## config.mk

```make
export PLATFORM = sky130hd
export DESIGN_NAME = ddc_cic_decim
export DESIGN_NICKNAME = d
export VERILOG_FILES = /design/src/rtl/ddc_pkg.sv /design/src/rtl/ddc_cic_chain.sv /design/src/rtl/ddc_cic_decim.sv
export SDC_FILE = /design/constraint.sdc
export NUM_CORES = 2
export LEC_CHECK = 0
export BUFFER_PORTS_ARGS = -buffer_cell sky130_fd_sc_hd__clkbuf_2
export CORE_ASPECT_RATIO = 0.6
export CORE_MARGIN = 3
export CORE_UTILIZATION = 58
export CTS_CLUSTER_SIZE = 28
export DETAILED_ROUTE_END_ITERATION = 12
export GPL_ROUTABILITY_DRIVEN = 0
export PLACE_DENSITY_LB_ADDON = 0.05
export SLEW_MARGIN = 20
export SYNTH_ARGS = -nofsm -noshare
export SYNTH_HDL_FRONTEND = slang
export SYNTH_HIERARCHICAL = 1
export SYNTH_SLANG_ARGS = --single-unit
```

## constraint.sdc

```tcl
create_clock -name clk480 -period 9.75 [get_ports clk480]
set_input_delay 2.925 -clock clk480 [delete_from_list [all_inputs] [get_ports clk480]]
set_output_delay 2.925 -clock clk480 [all_outputs]
set_load 0.01 [all_outputs]
```

## src/rtl/ddc_pkg.sv

```systemverilog
// Shared width helpers, default configuration and the IQ pair type for the
// down-converter.
package ddc_pkg;

   // Smallest w with 2**w >= value.
   function automatic int clog2_w(input int value);
      int w;
      w = 0;
      for (int i = 0; i < 31; i++)
         if ((1 << i) < value) w = i + 1;
      return w;
   endfunction

   function automatic int prod_width(input int in_w, input int lo_w);
      return in_w + lo_w + 1;
   endfunction

   function automatic int acc_width(input int in_w, input int lo_w, input int r, input int n);
      return prod_width(in_w, lo_w) + n * clog2_w(r);
   endfunction

   function automatic int phase_width(input int r);
      return (clog2_w(r) < 1) ? 1 : clog2_w(r);
   endfunction

   localparam int DEF_IN_W  = 11;
   localparam int DEF_LO_W  = 11;
   localparam int DEF_R     = 30;
   localparam int DEF_N     = 3;
   localparam int DEF_OUT_W = 24;

   localparam int PROD_W = prod_width(DEF_IN_W, DEF_LO_W);
   localparam int ACC_W  = acc_width(DEF_IN_W, DEF_LO_W, DEF_R, DEF_N);

   typedef struct packed {
      logic signed [DEF_OUT_W-1:0] re;
      logic signed [DEF_OUT_W-1:0] im;
   } iq_t;

endpackage

```

## src/rtl/ddc_cic_chain.sv

```systemverilog
// One rail of the CIC: N integrators on every accepted sample, a decimation
// tap, then N pipelined differential-delay-1 combs.
module ddc_cic_chain
   import ddc_pkg::*;
#(
   parameter int DIN_W = 23,
   parameter int AW    = 38,
   parameter int N     = 3
) (
   input  logic                 clk480,
   input  logic                 reset,
   input  logic                 ce,
   input  logic                 tap_en,
   input  logic [N-1:0]         comb_en,
   input  logic signed [DIN_W-1:0] din,
   output logic signed [AW-1:0] dout
);

   genvar gi;

   logic signed [AW-1:0] tap_reg;

   generate
      for (gi = 0; gi < N; gi++) begin : g_int
         logic signed [AW-1:0] acc_reg;
         logic signed [AW-1:0] acc_in;
         if (gi == 0) begin : g_first
            assign acc_in = AW'(din);
         end else begin : g_next
            assign acc_in = g_int[gi-1].acc_reg;
         end
         // Wrap-around is relied upon; the combs undo it exactly.
         always_ff @(posedge clk480) begin
            if (reset)
               acc_reg <= '0;
            else if (ce)
               acc_reg <= acc_reg + acc_in;
         end
      end
   endgenerate

   always_ff @(posedge clk480) begin
      if (reset)
         tap_reg <= '0;
      else if (tap_en)
         tap_reg <= g_int[N-1].acc_reg;
   end

   generate
      for (gi = 0; gi < N; gi++) begin : g_comb
         logic signed [AW-1:0] diff_reg;
         logic signed [AW-1:0] dly_reg;
         logic signed [AW-1:0] diff_in;
         if (gi == 0) begin : g_first
            assign diff_in = tap_reg;
         end else begin : g_next
            assign diff_in = g_comb[gi-1].diff_reg;
         end
         always_ff @(posedge clk480) begin
            if (reset) begin
               diff_reg <= '0;
               dly_reg  <= '0;
            end else if (comb_en[gi]) begin
               diff_reg <= diff_in - dly_reg;
               dly_reg  <= diff_in;
            end
         end
      end
   endgenerate

   assign dout = g_comb[N-1].diff_reg;

endmodule

```

## src/rtl/ddc_cic_decim.sv

```systemverilog
// Complex mixer + N-stage CIC decimator by R. Define DDC_ROUND_EN for
// round-half-up with saturation at the output instead of floor truncation.
module ddc_cic_decim
   import ddc_pkg::*;
#(
   parameter int IN_W  = 11,
   parameter int LO_W  = 11,
   parameter int R     = 30,
   parameter int N     = 3,
   parameter int OUT_W = 24
) (
   input  logic                    clk480,
   input  logic                    reset,
   input  logic                    in_valid,
   input  logic                    sync,
   input  logic signed [IN_W-1:0]  sig_real,
   input  logic signed [IN_W-1:0]  sig_imag,
   input  logic signed [LO_W-1:0]  lo_real,
   input  logic signed [LO_W-1:0]  lo_imag,
   output logic signed [OUT_W-1:0] out_real,
   output logic signed [OUT_W-1:0] out_imag,
   output logic                    out_valid
);

   localparam int PW = prod_width(IN_W, LO_W);
   localparam int AW = acc_width(IN_W, LO_W, R, N);
   localparam int CW = phase_width(R);
   localparam int SH = AW - OUT_W;
   localparam int VW = 2 * N + 2;

   genvar gi;

   logic signed [PW-1:0]    mix_re_reg, mix_im_reg;
   logic signed [PW-1:0]    mix_re_next, mix_im_next;
   logic [CW-1:0]           phase_reg;
   logic [VW-1:0]           vld_reg;
   logic                    dec_now;
   logic                    tap_en;
   logic [N-1:0]            comb_en;
   logic signed [AW-1:0]    cic_re, cic_im;
   logic signed [OUT_W-1:0] out_re_next, out_im_next;

   function automatic logic signed [OUT_W-1:0] scale(input logic signed [AW-1:0] v);
`ifdef DDC_ROUND_EN
      localparam logic signed [AW:0] HALF   = (AW+1)'(1) << (SH - 1);
      localparam logic signed [AW:0] SAT_HI = {{(SH+2){1'b0}}, {(OUT_W-1){1'b1}}};
      localparam logic signed [AW:0] SAT_LO = ~SAT_HI;
      logic signed [AW:0] sum;
      logic signed [AW:0] q;
      sum = (AW+1)'(v) + HALF;
      q   = sum >>> SH;
      if (q > SAT_HI)
         return OUT_W'(SAT_HI);
      else if (q < SAT_LO)
         return OUT_W'(SAT_LO);
      return OUT_W'(q);
`else
      return OUT_W'(v >>> SH);
`endif
   endfunction

   always_comb begin
      mix_re_next = PW'(sig_real) * PW'(lo_real) - PW'(sig_imag) * PW'(lo_imag);
      mix_im_next = PW'(sig_real) * PW'(lo_imag) + PW'(sig_imag) * PW'(lo_real);
      // sync beats a coinciding decimation event.
      dec_now     = in_valid && !sync && (phase_reg == CW'(R - 1));
      out_re_next = scale(cic_re);
      out_im_next = scale(cic_im);
   end

   // vld_reg marks the decimated sample as it moves: [0] mixer, [1..N]
   // integrators, [N+1] tap, [N+2..2N+1] combs.
   assign tap_en = in_valid & vld_reg[N];

   generate
      for (gi = 0; gi < N; gi++) begin : g_en
         assign comb_en[gi] = in_valid & vld_reg[N+1+gi];
      end
   endgenerate

   always_ff @(posedge clk480) begin
      if (reset) begin
         mix_re_reg <= '0;
         mix_im_reg <= '0;
         phase_reg  <= '0;
         vld_reg    <= '0;
         out_real   <= '0;
         out_imag   <= '0;
         out_valid  <= 1'b0;
      end else begin
         if (sync)
            phase_reg <= '0;
         else if (in_valid)
            phase_reg <= dec_now ? '0 : phase_reg + CW'(1);
         if (in_valid) begin
            mix_re_reg <= mix_re_next;
            mix_im_reg <= mix_im_next;
            vld_reg    <= {vld_reg[VW-2:0], dec_now};
         end
         out_valid <= in_valid & vld_reg[VW-1];
         if (in_valid && vld_reg[VW-1]) begin
            out_real <= out_re_next;
            out_imag <= out_im_next;
         end
      end
   end

   ddc_cic_chain #(.DIN_W(PW), .AW(AW), .N(N)) u_chain_i (
      .clk480  (clk480),
      .reset   (reset),
      .ce      (in_valid),
      .tap_en  (tap_en),
      .comb_en (comb_en),
      .din     (mix_re_reg),
      .dout    (cic_re)
   );

   ddc_cic_chain #(.DIN_W(PW), .AW(AW), .N(N)) u_chain_q (
      .clk480  (clk480),
      .reset   (reset),
      .ce      (in_valid),
      .tap_en  (tap_en),
      .comb_en (comb_en),
      .din     (mix_im_reg),
      .dout    (cic_im)
   );

endmodule
```

==> flow_metrics.env <==
export IMPL_status="complete, no violations"
export IMPL_cts_resized=0
export IMPL_vdd_drop_max_v=0.00153
export IMPL_switching_power_uw=14400
export IMPL_clk_path_buf_depth=3
export IMPL_wl_per_cell_um=17.6
export IMPL_endpoint_kind="register"
export IMPL_postSynthCellCount=8436
export IMPL_slew_limit_headroom_pct=22.3
export IMPL_slew_violations=0
export IMPL_worst_slew_pin_slew_ns=1.16
export IMPL_vias=57412
export IMPL_path_clk_slew_ns=0.07
export IMPL_finalSetupTns_ns=0
export IMPL_criticalPathCategory="input pin to register"
export IMPL_hold_path_class="register to register"
export IMPL_die_area_um2=129000
export IMPL_grt_usage_pct=27.5
export IMPL_cts_tree="yes"
export IMPL_finalPower_uw=29200
export IMPL_cts_sinks=840
export IMPL_post_route_min_period_ns=8.81
export IMPL_grt_overflow=0
export IMPL_syn_area_um2=72000
export IMPL_cp_arrival_ns=9.38
export IMPL_drive_gt1_share_pct=4.93
export IMPL_skew_ns=0.0553
export IMPL_power_internal_uw=14800
export IMPL_reg2reg_slack_ns=5.73
export IMPL_fin_util_pct=62.9
export IMPL_root_buffer="clkbuf_16"
export IMPL_synth_area_per_cell_um2=8.54
export IMPL_rows=99
export IMPL_first_pass_iters=6
export IMPL_grt_max_degree=161
export IMPL_power_density_nw_per_um2=379
export IMPL_swShare_pct=49.2
export IMPL_antenna_found_initial=1
export IMPL_p_comb_share_pct=74.2
export IMPL_grt_pass1_wl_mm=293
export IMPL_worstPathRequired_ns=10.32
export IMPL_seq_power_share_pct=13.3
export IMPL_die_x_um=461
export IMPL_coreArea_um2=122000
export IMPL_cts_setup_buffers=0
export IMPL_layout_cells_non_filler=10015
export IMPL_cp_max_fo=10
export IMPL_insertion_delay_ns=0.71
export IMPL_fp_dieH_um=279
export IMPL_ios=97
export IMPL_p_clk_share_pct=12.5
export IMPL_drc=0
export IMPL_clock_tree_htree_level_count=3
export IMPL_place_hpwl_mm=136
export IMPL_setup_viol=0
export IMPL_leakagePower_uw=0.0350
export IMPL_dp_cells=9858
export IMPL_yosys_warnings=6
export IMPL_finalHoldViolations=0
export IMPL_start_kind="input pin"
export IMPL_start_util_pct=58.9
export IMPL_cts_made_buffers=84
export IMPL_hold_buffers=0
export IMPL_wirelength_mm=176
export IMPL_rsz0062_at_grt="no"
export IMPL_grt_pass1_vias=55371
export IMPL_layout_nets=9556
export IMPL_syn_num_nets=9664
export IMPL_area_growth_pct=6.80
export IMPL_clock_fmax_mhz=113
export IMPL_via_per_inst=5.73
export IMPL_maxCapViolations=0
export IMPL_io_buffer_count=96
export IMPL_drt_initial_drc_count=4251
export IMPL_fin_crit_sh_pct=90.4
export IMPL_postRouteAntennaNets=0
## final timing paths
check,from,endpoint,cells after the start
worst max-delay path,lo_real[2],mix_im_reg[22],22
worst min-delay path,u_chain_i/dout[35],out_real[21],2
worst max register to register,u_chain_q/g_int[0].acc_reg[0],u_chain_q/g_int[0].acc_reg[36],13
worst min register to register,u_chain_i/dout[35],out_real[21],2
## cell usage in the layout, fill, tap and decap left out, types with 51 or more instances in the layout
master	n
inv_1	970
nor2_1	899
dfxtp_1	840
nand2_1	684
ha_1	618
fa_1	562
mux2i_1	544
a21oi_1	532
a21o_1	264
o21ai_0	258
and2_1	257
xnor2_1	255
xor2_1	149
nand3_1	113
clkbuf_2	94
nor3_1	91
buf_4	91
clkbuf_16	85
nand4_1	77
a211oi_1	76
nor2b_1	74
o21a_1	70
nand2b_1	60
o21bai_1	55
a31oi_1	51
## per-stage QoR
stage | cell area [um2] | setup WS [ns] | hold WS [ns]
after floorplan | 72000 | 0.709 | 0.425
after global placement | 73800 | 0.423 | 0.442
after detailed placement | 73800 | 0.306 | 0.447
after CTS | 76900 | 1.04 | 0.456
after global routing | 76900 | 0.648 | 0.474
final | 76900 | 0.939 | 0.446
## power by group through the flow
stage	Combinational (uW)	Clock (uW)	Sequential (uW)
after floorplan	15700	0	3880
after global placement	20700	0	3970
after detailed placement	21200	0	3970
after CTS	21300	3730	3890
after global routing	24200	3860	3910
final	21600	3640	3890
## area by class of cell
cell class / instances / area (um2)
Antenna cell: 2 / 5.00
Clock buffer: 103 / 2300
Clock inverter: 52 / 783
Fill cell: 10716 / 45400
Inverter: 974 / 3660
Multi-Input combinational cell: 6239 / 50100
Sequential cell: 840 / 16800
Tap cell: 1616 / 2020
Timing Repair Buffer: 189 / 1220
## metal layers
layer	vias up	wire (um)	track usage (%)
li1	28097	-	-
met5	-	0	0
met3	150	12800	5.31
met2	1560	70400	38.8
met4	0	2210	4.35
met1	27605	90800	43.7
## critical path, cell delays in order
cell	delay, ns
clkbuf_2	0.28
buf_4	0.29
nand2_1	0.18
fa_1	0.52
inv_1	0.26
fa_1	0.50
fa_1	0.57
fa_1	0.45
fa_1	0.46
fa_1	0.49
inv_1	0.05
fa_1	0.48
inv_1	0.05
ha_1	0.32
a21o_1	0.21
a21oi_1	0.21
a21boi_0	0.20
a41oi_1	0.10
a211o_1	0.36
o31ai_1	0.26
xnor2_1	0.15
o21ai_1	0.07
(Power assumes the default switching activity.)
